--- src/rtl/sram_arbiter.sv ---
// Two-port round-robin arbiter and strobe sequencer in front of a single-transaction SRAM controller.
// Port 0 is the pipeline memory stage (stalled through freeze); port 1 is a secondary master.
module sram_arbiter #(
   parameter int TIMEOUT = 63
) (
   input  logic        clk,
   input  logic        rst,
   input  logic        p0_wr_en,
   input  logic        p0_rd_en,
   input  logic [31:0] p0_address,
   input  logic [31:0] p0_write_data,
   output logic [31:0] p0_read_data,
   output logic        p0_ready,
   input  logic        p1_wr_en,
   input  logic        p1_rd_en,
   input  logic [31:0] p1_address,
   input  logic [31:0] p1_write_data,
   output logic [31:0] p1_read_data,
   output logic        p1_ready,
   output logic        freeze,
   output logic        mem_wr_en,
   output logic        mem_rd_en,
   output logic [31:0] mem_address,
   output logic [31:0] mem_write_data,
   input  logic [31:0] mem_read_data,
   input  logic        mem_ready,
   output logic        timeout_err
);
   localparam logic [1:0] IDLE  = 2'd0;
   localparam logic [1:0] ISSUE = 2'd1;
   localparam logic [1:0] WAIT  = 2'd2;
   localparam logic [1:0] DONE  = 2'd3;
   localparam int         CW    = $clog2(TIMEOUT + 1);

   logic [1:0]    state_q, state_d;
   logic          last_grant_q, last_grant_d;
   logic          gnt_q, gnt_d;
   logic          op_rd_q, op_rd_d;
   logic [CW-1:0] cnt_q, cnt_d;
   logic          mem_wr_en_q, mem_wr_en_d;
   logic          mem_rd_en_q, mem_rd_en_d;
   logic [31:0]   mem_address_q, mem_address_d;
   logic [31:0]   mem_write_data_q, mem_write_data_d;
   logic [31:0]   p0_read_data_q, p0_read_data_d;
   logic [31:0]   p1_read_data_q, p1_read_data_d;
   logic          p0_ready_q, p0_ready_d;
   logic          p1_ready_q, p1_ready_d;
   logic          timeout_err_q, timeout_err_d;
   logic          req0, req1, pick, finish, timed_out;
   logic [31:0]   rd_value;

   assign req0 = p0_wr_en | p0_rd_en;
   assign req1 = p1_wr_en | p1_rd_en;

   always_comb begin
      // NOTE: every target is given a default first, so no path leaves it unassigned and infers a latch.
      state_d          = state_q;
      last_grant_d     = last_grant_q;
      gnt_d            = gnt_q;
      op_rd_d          = op_rd_q;
      cnt_d            = cnt_q;
      mem_wr_en_d      = 1'b0;
      mem_rd_en_d      = 1'b0;
      mem_address_d    = mem_address_q;
      mem_write_data_d = mem_write_data_q;
      p0_read_data_d   = p0_read_data_q;
      p1_read_data_d   = p1_read_data_q;
      p0_ready_d       = 1'b0;
      p1_ready_d       = 1'b0;
      timeout_err_d    = timeout_err_q;
      finish           = 1'b0;
      timed_out        = 1'b0;
      rd_value         = mem_read_data;
      // Port 1 wins when alone, or on a tie when port 0 had the last grant.
      pick             = req1 & (~req0 | ~last_grant_q);

      case (state_q)
         IDLE: begin
            if (req0 | req1) begin
               gnt_d            = pick;
               op_rd_d          = pick ? p1_rd_en : p0_rd_en;
               mem_address_d    = pick ? p1_address : p0_address;
               mem_write_data_d = pick ? p1_write_data : p0_write_data;
               mem_rd_en_d      = op_rd_d;
               mem_wr_en_d      = ~op_rd_d;
               state_d          = ISSUE;
            end
         end
         ISSUE: begin
            cnt_d   = '0;
            state_d = WAIT;
         end
         WAIT: begin
            if (mem_ready) begin
               finish = 1'b1;
            end else if (cnt_q == CW'(TIMEOUT - 1)) begin
               finish    = 1'b1;
               timed_out = 1'b1;
               rd_value  = '0;
            end else begin
               cnt_d = cnt_q + 1'b1;
            end
         end
         DONE: begin
            last_grant_d = gnt_q;
            state_d      = IDLE;
         end
         default: state_d = IDLE;
      endcase

      if (finish) begin
         state_d       = DONE;
         timeout_err_d = timeout_err_q | timed_out;
         p0_ready_d    = ~gnt_q;
         p1_ready_d    = gnt_q;
         if (op_rd_q & ~gnt_q) p0_read_data_d = rd_value;
         if (op_rd_q &  gnt_q) p1_read_data_d = rd_value;
      end
   end

   // NOTE: non-blocking assignments make every flop sample pre-edge values, independent of statement order.
   always_ff @(posedge clk or negedge rst) begin
      if (!rst) begin
         state_q          <= IDLE;
         last_grant_q     <= 1'b1;
         gnt_q            <= 1'b0;
         op_rd_q          <= 1'b0;
         cnt_q            <= '0;
         mem_wr_en_q      <= 1'b0;
         mem_rd_en_q      <= 1'b0;
         mem_address_q    <= '0;
         mem_write_data_q <= '0;
         p0_read_data_q   <= '0;
         p1_read_data_q   <= '0;
         p0_ready_q       <= 1'b0;
         p1_ready_q       <= 1'b0;
         timeout_err_q    <= 1'b0;
      end else begin
         state_q          <= state_d;
         last_grant_q     <= last_grant_d;
         gnt_q            <= gnt_d;
         op_rd_q          <= op_rd_d;
         cnt_q            <= cnt_d;
         mem_wr_en_q      <= mem_wr_en_d;
         mem_rd_en_q      <= mem_rd_en_d;
         mem_address_q    <= mem_address_d;
         mem_write_data_q <= mem_write_data_d;
         p0_read_data_q   <= p0_read_data_d;
         p1_read_data_q   <= p1_read_data_d;
         p0_ready_q       <= p0_ready_d;
         p1_ready_q       <= p1_ready_d;
         timeout_err_q    <= timeout_err_d;
      end
   end

   assign mem_wr_en      = mem_wr_en_q;
   assign mem_rd_en      = mem_rd_en_q;
   assign mem_address    = mem_address_q;
   assign mem_write_data = mem_write_data_q;
   assign p0_read_data   = p0_read_data_q;
   assign p1_read_data   = p1_read_data_q;
   assign p0_ready       = p0_ready_q;
   assign p1_ready       = p1_ready_q;
   assign timeout_err    = timeout_err_q;
   assign freeze         = req0 & ~p0_ready_q;

endmodule

--- config.mk ---
export PLATFORM = sky130hd
export DESIGN_NAME = sram_arbiter
export DESIGN_NICKNAME = d
export VERILOG_FILES = /design/src/rtl/sram_arbiter.sv
export SDC_FILE = /design/constraint.sdc
export NUM_CORES = 1
export LEC_CHECK = 0
export CAP_MARGIN = 20
export CELL_PAD_IN_SITES_DETAIL_PLACEMENT = 0
export CELL_PAD_IN_SITES_GLOBAL_PLACEMENT = 1
export CORE_MARGIN = 10
export CORE_UTILIZATION = 31
export DETAILED_ROUTE_END_ITERATION = 7
export PLACE_DENSITY_LB_ADDON = 0.08
export SLEW_MARGIN = 15
export SYNTH_ARGS = -nofsm -noshare
export SYNTH_HDL_FRONTEND = slang
export SYNTH_SLANG_ARGS = --single-unit
--- constraint.sdc ---
create_clock -name clk -period 1.85 [get_ports clk]
set_input_delay 0.185 -clock clk [delete_from_list [all_inputs] [get_ports clk]]
set_output_delay 0.185 -clock clk [all_outputs]
set_load 0.03 [all_outputs]
Yosys cells after proc, flatten, opt, wreduce, memory -nomap -nowiden
Index checks and enable logic that the tools add are counted.
- output and inout bits: 134
- logic and storage cells: 67
- register bits after elaboration: 144
- bitwise operators: 14
- $add $sub $neg: 1
- reductions and logical operators: 8
- multiplexer cells: 23
- eq/ne operators: 7
- operator list (cell ; count):
    32-bit two-way mux ; 5
    1-bit two-way mux ; 12
    6-bit two-way mux ; 2
    6-bit case mux with 2 select lines ; 1
    2-bit AND reduction ; 4
    6-bit by 1-bit adder with 6-bit output, second input constant ; 1
    6-bit == test, second input constant ; 1
    2-bit case mux with 3 select lines ; 1
    1-bit inverter ; 5
    1-bit OR ; 5
    1-bit bitwise AND ; 4
    2-bit == test, second input constant ; 2
    2-bit two-way mux ; 2
    2-bit != test, second input constant ; 2
    4-bit nonzero test ; 1
    3-bit != test, second input constant ; 1
    3-bit AND reduction ; 1
    2-bit by 1-bit == test with 1-bit output, second input constant ; 1
    2-bit logical NOT ; 1
    2-bit nonzero test ; 1

Depth between registers and ports, before layout
- word-level depth: 8
- mapped depth: 7

Worst setup path after synthesis
Ideal clock, no wire load.
- path type: register to register
- from: reg cnt_q[0]
- to: reg p0_read_data_q[10] (netlist: p0_read_data[10])
- data arrival time: 1.425 ns
- period minus slack after synthesis: 1.499 ns
- setup slack: 0.351 ns
- stages on the path, launching flop included: 8
- setup time: 0.074 ns
- data required time: 1.776 ns
- cell sequence: dfrtp_1 inv_1 ha_1 and4b_1 a22oi_4 nor2b_4 buf_6 o21ai_2
- word-level cells in the longest chain between the ends: 5
- elaborated cells on any way between the ends: 8
- those cells by class: eq/ne: 1; mux: 6; reduce/logical: 1
- RTL lines (what ; RTL line ; RTL):
    from (decl) ; 39 ; logic [CW-1:0] cnt_q, cnt_d;
    from (signal assigned) ; 143 ; cnt_q <= cnt_d;
    6-bit == test * ; 96 ; end else if (cnt_q == CW'(TIMEOUT - 1)) begin
    1-bit two-way mux ; 96 ;
    1-bit two-way mux ; 94 ; if (mem_ready) begin
    1-bit two-way mux ; 77 ; case (state_q)
    2-bit AND reduction (no line) ; - ;
    to (signal assigned) ; 148 ; p0_read_data_q <= p0_read_data_d;
    to (decl) ; 44 ; logic [31:0] p0_read_data_q, p0_read_data_d;
Every way passes the cells marked *; elsewhere a longest branch is shown, timed or not.
A chain may end at the register's enable or synchronous reset.

Final worst setup path
- from: reg cnt_q[0]
- to: reg p0_read_data_q[2] (netlist: p0_read_data[2])
Same word-level chain as after synthesis.

==> run metrics <==
unrepaired setup endpoints after global routing no; count of final setup violators 0; width of the die 167 µm; placed wire-length estimate after detailed placement 18200 µm; fraction of the cycle the final worst path needs 94.0%; overflow left after global routing 0; Area Growth Syn to Fin 58.1%; Hold/Removal Path Class in -> reg; worst-margin pin slew 649 ps; Final ANT Viol Nets 0; all-layer global routing usage 16.5%; fill cell instance count of the final layout 1937; root buffer selected by CTS sky130_fd_sc_hd__clkbuf_16; via count of the first global-routing pass 6332; Worst-Skew Late Latency 420 ps; maximum ir drop on the vdd rail 680 µV; WP data arrival 2080 ps; final sum of negative setup slack 0 ps; area of the mapped netlist 0.00672 mm²; worst-case setup slack after placement 23.6 ps; die outline height 167 µm; Crit-path slowest cell sky130_fd_sc_hd__dfrtp_1; fin nets 1106; power density over the cells 1850 mW/mm²; quantity of gates resized following cts 0; Synth Warn # 0; startpoint type of the worst setup path flip-flop; post-layout minimum cycle time 1740 ps; Crit Path Category reg -> reg; outcome finished clean; post-route setup slack 111 ps; number of antenna violations at the first check in global routing 0; mean post-synth cell area 10.6 µm²; fraction of the yosys area taken by sequential cells 53.6%; leakage power summed over all cells 0.00470 µW; Max-Slew Margin vs Limit 56.7%; timing-limited maximum frequency 0.575 GHz; number of clock buffers inserted by TritonCTS 17; combined flip-flop and latch cell area 0.00360 mm²; Clock Sink Count 144; reg-to-reg setup timing slack 110 ps; detail-routed via count per cell 4.69; first-pass GRT wire length 36900 µm; final hold violations 0; total vias in the final route 5749; CORE AREA 0.0212 mm²; critical path data required time 2190 ps; total number of H-tree levels 4; top library cells by usage in the layout, fill and taps aside sky130_fd_sc_hd__clkdlybuf4s50_1, sky130_fd_sc_hd__dfrtp_1, sky130_fd_sc_hd__inv_1, sky130_fd_sc_hd__nand2_1; CTS tree done; Hold Worst Slack 120 ps; final total power 19600 µW; peak fanout along the critical path 14; gp weighted congestion 0.780; number of slew-limit violations in the final report 0; count of distinct cell types in the synthesized netlist 37; total area of multi-input combinational cells 0.00254 mm²; ordered list of cells on the worst path inv_1, ha_1, and4b_1, a22oi_4, nor2b_4, buf_4, o21ai_2; count of antenna diodes in the layout 0; Net Count, Synth 803; max-cap violation count 0; pin count of the biggest net entering global routing 65; starting utilization of the core area 31.8%; Total Routed Length 23500 µm; DRC violations left 0; most frequent standard cell in the layout excluding fill and tap cells sky130_fd_sc_hd__clkdlybuf4s50_1; top-level I/O count 301; Clock Pin Slew Worst Setup and Hold Paths 60 ps; Die Outline Area 0.0280 mm²; Rows 53; number of DRC violations after detailed-routing iteration 0 259; post-synthesis instance total 634; count of TritonRoute iterations in the first routing pass 4; IO buf count 300; Seq cells post-synth 144; kind of end point of the critical path flip-flop; max incr delay on CP 430 ps; proportion of layout cells with a drive suffix above 1 14.2%; maximum count of clock buffers along a single path 2; drt wl/cell 19.2 µm; Layout Skew 12.9 ps
[per-layer routing]
layer / wire length [µm] / vias to the layer above / global-route usage [%]
li1: - / 2793 / -
met1: 9410 / 2731 / 18.5
met2: 11400 / 213 / 27.2
met3: 2580 / 12 / 8.64
met4: 186 / 0 / 4.05
met5: 0 / - / 0
[state kept, by name, summed over array words and instances, names as in the netlist, 2 cells and up]
register	count
p1_read_data	32
mem_address	32
p0_read_data	32
cnt_q	6
mem_write_data	32
state_q	2
[cells by family (layout without fill, tap and decap cells)]
family	after synthesis	count (layout)	share of synthesized area (%)
AO/OA/AOI/OAI	147	147	15.0
multiplexers	65	65	9.70
adder cells (fa/ha/maj)	2	2	0.372
buffers and inverters	117	433	8.90
XOR/XNOR	2	2	0.261
flip-flops	144	144	53.6
AND/OR/NAND/NOR	157	157	12.1
[area by class of cell]
cell class              instances  area share (%)
clock buffers                  20            4.20
clock inverters                12            1.05
inverters                      68            2.40
multi-input cells             373            23.9
flip-flops and latches        144            33.9
well taps                     275            3.24
repair buffers                333            31.3
[worst paths after layout]
kind | start | to | cells past startpoint
setup / recovery | cnt_q[0] | p0_read_data[2] | 7
hold / removal | mem_ready | state_q[0] | 3
setup reg to reg | cnt_q[0] | p0_read_data[2] | 7
hold reg to reg | mem_write_data[26] | mem_write_data[26] | 2
max in group asynchronous | rst | mem_write_data[0] | 3
min in group asynchronous | rst | p1_read_data[24] | 2
[repair_timing]
action                                  in CTS  in global routing
hold buffers                                 1                  0
hold endpoints to repair                   143                  0
setup buffers                                0                  1
endpoints found under the setup margin       0                 11
[cells in the mapped netlist (all sizes together)]
library cell | instances | area (µm²)
and2b | 1 | 10.0
nand4 | 64 | 400
a311oi | 1 | 8.76
dfrtp | 143 | 3580
nand2b | 3 | 18.8
nor2b | 3 | 33.8
nor3b | 1 | 7.51
and4b | 1 | 10.0
and2 | 2 | 12.5
a21o | 1 | 7.51
a211o | 1 | 8.76
a21oi | 1 | 5.00
mux2 | 1 | 11.3
xor2 | 1 | 8.76
inv | 68 | 255
ha | 2 | 25.0
nand2 | 68 | 255
clkbuf | 23 | 86.3
and3 | 2 | 12.5
a22oi | 1 | 21.3
xnor2 | 1 | 8.76
o31ai | 2 | 15.0
o21ai | 135 | 905
mux2i | 64 | 641
buf | 26 | 257
a41o | 1 | 10.0
o211ai | 3 | 22.5
nand3 | 6 | 30.0
dfstp | 1 | 26.3
a31oi | 1 | 6.26
nor2 | 6 | 22.5
[stage by stage]
stage,area [µm²],utilization (%),cells
6_report,10600,50.2,1225
5_1_grt,10600,50.2,1225
4_1_cts,10600,50.2,1224
3_5_place_dp,10000,47.5,1191
3_3_place_gp,10000,47.5,1191
2_1_floorplan,6720,-,634
[critical path: cells and delay by family, from the launching register on]
kind,cells,cell delay (ps)
DFF,1,430
AOI/OAI and AO/OA,2,400
and+or+nand+nor,2,310
buffers and inverters,2,280
adders and majority gates,1,240
[power breakdown]
group	leakage (µW)	switching [µW]	internal, µW
clock	0.000267	1410	1890
combinational	0.00268	6290	4410
sequential	0.00175	918	4690
No activity file was read; power rests on OpenSTA's default activity.
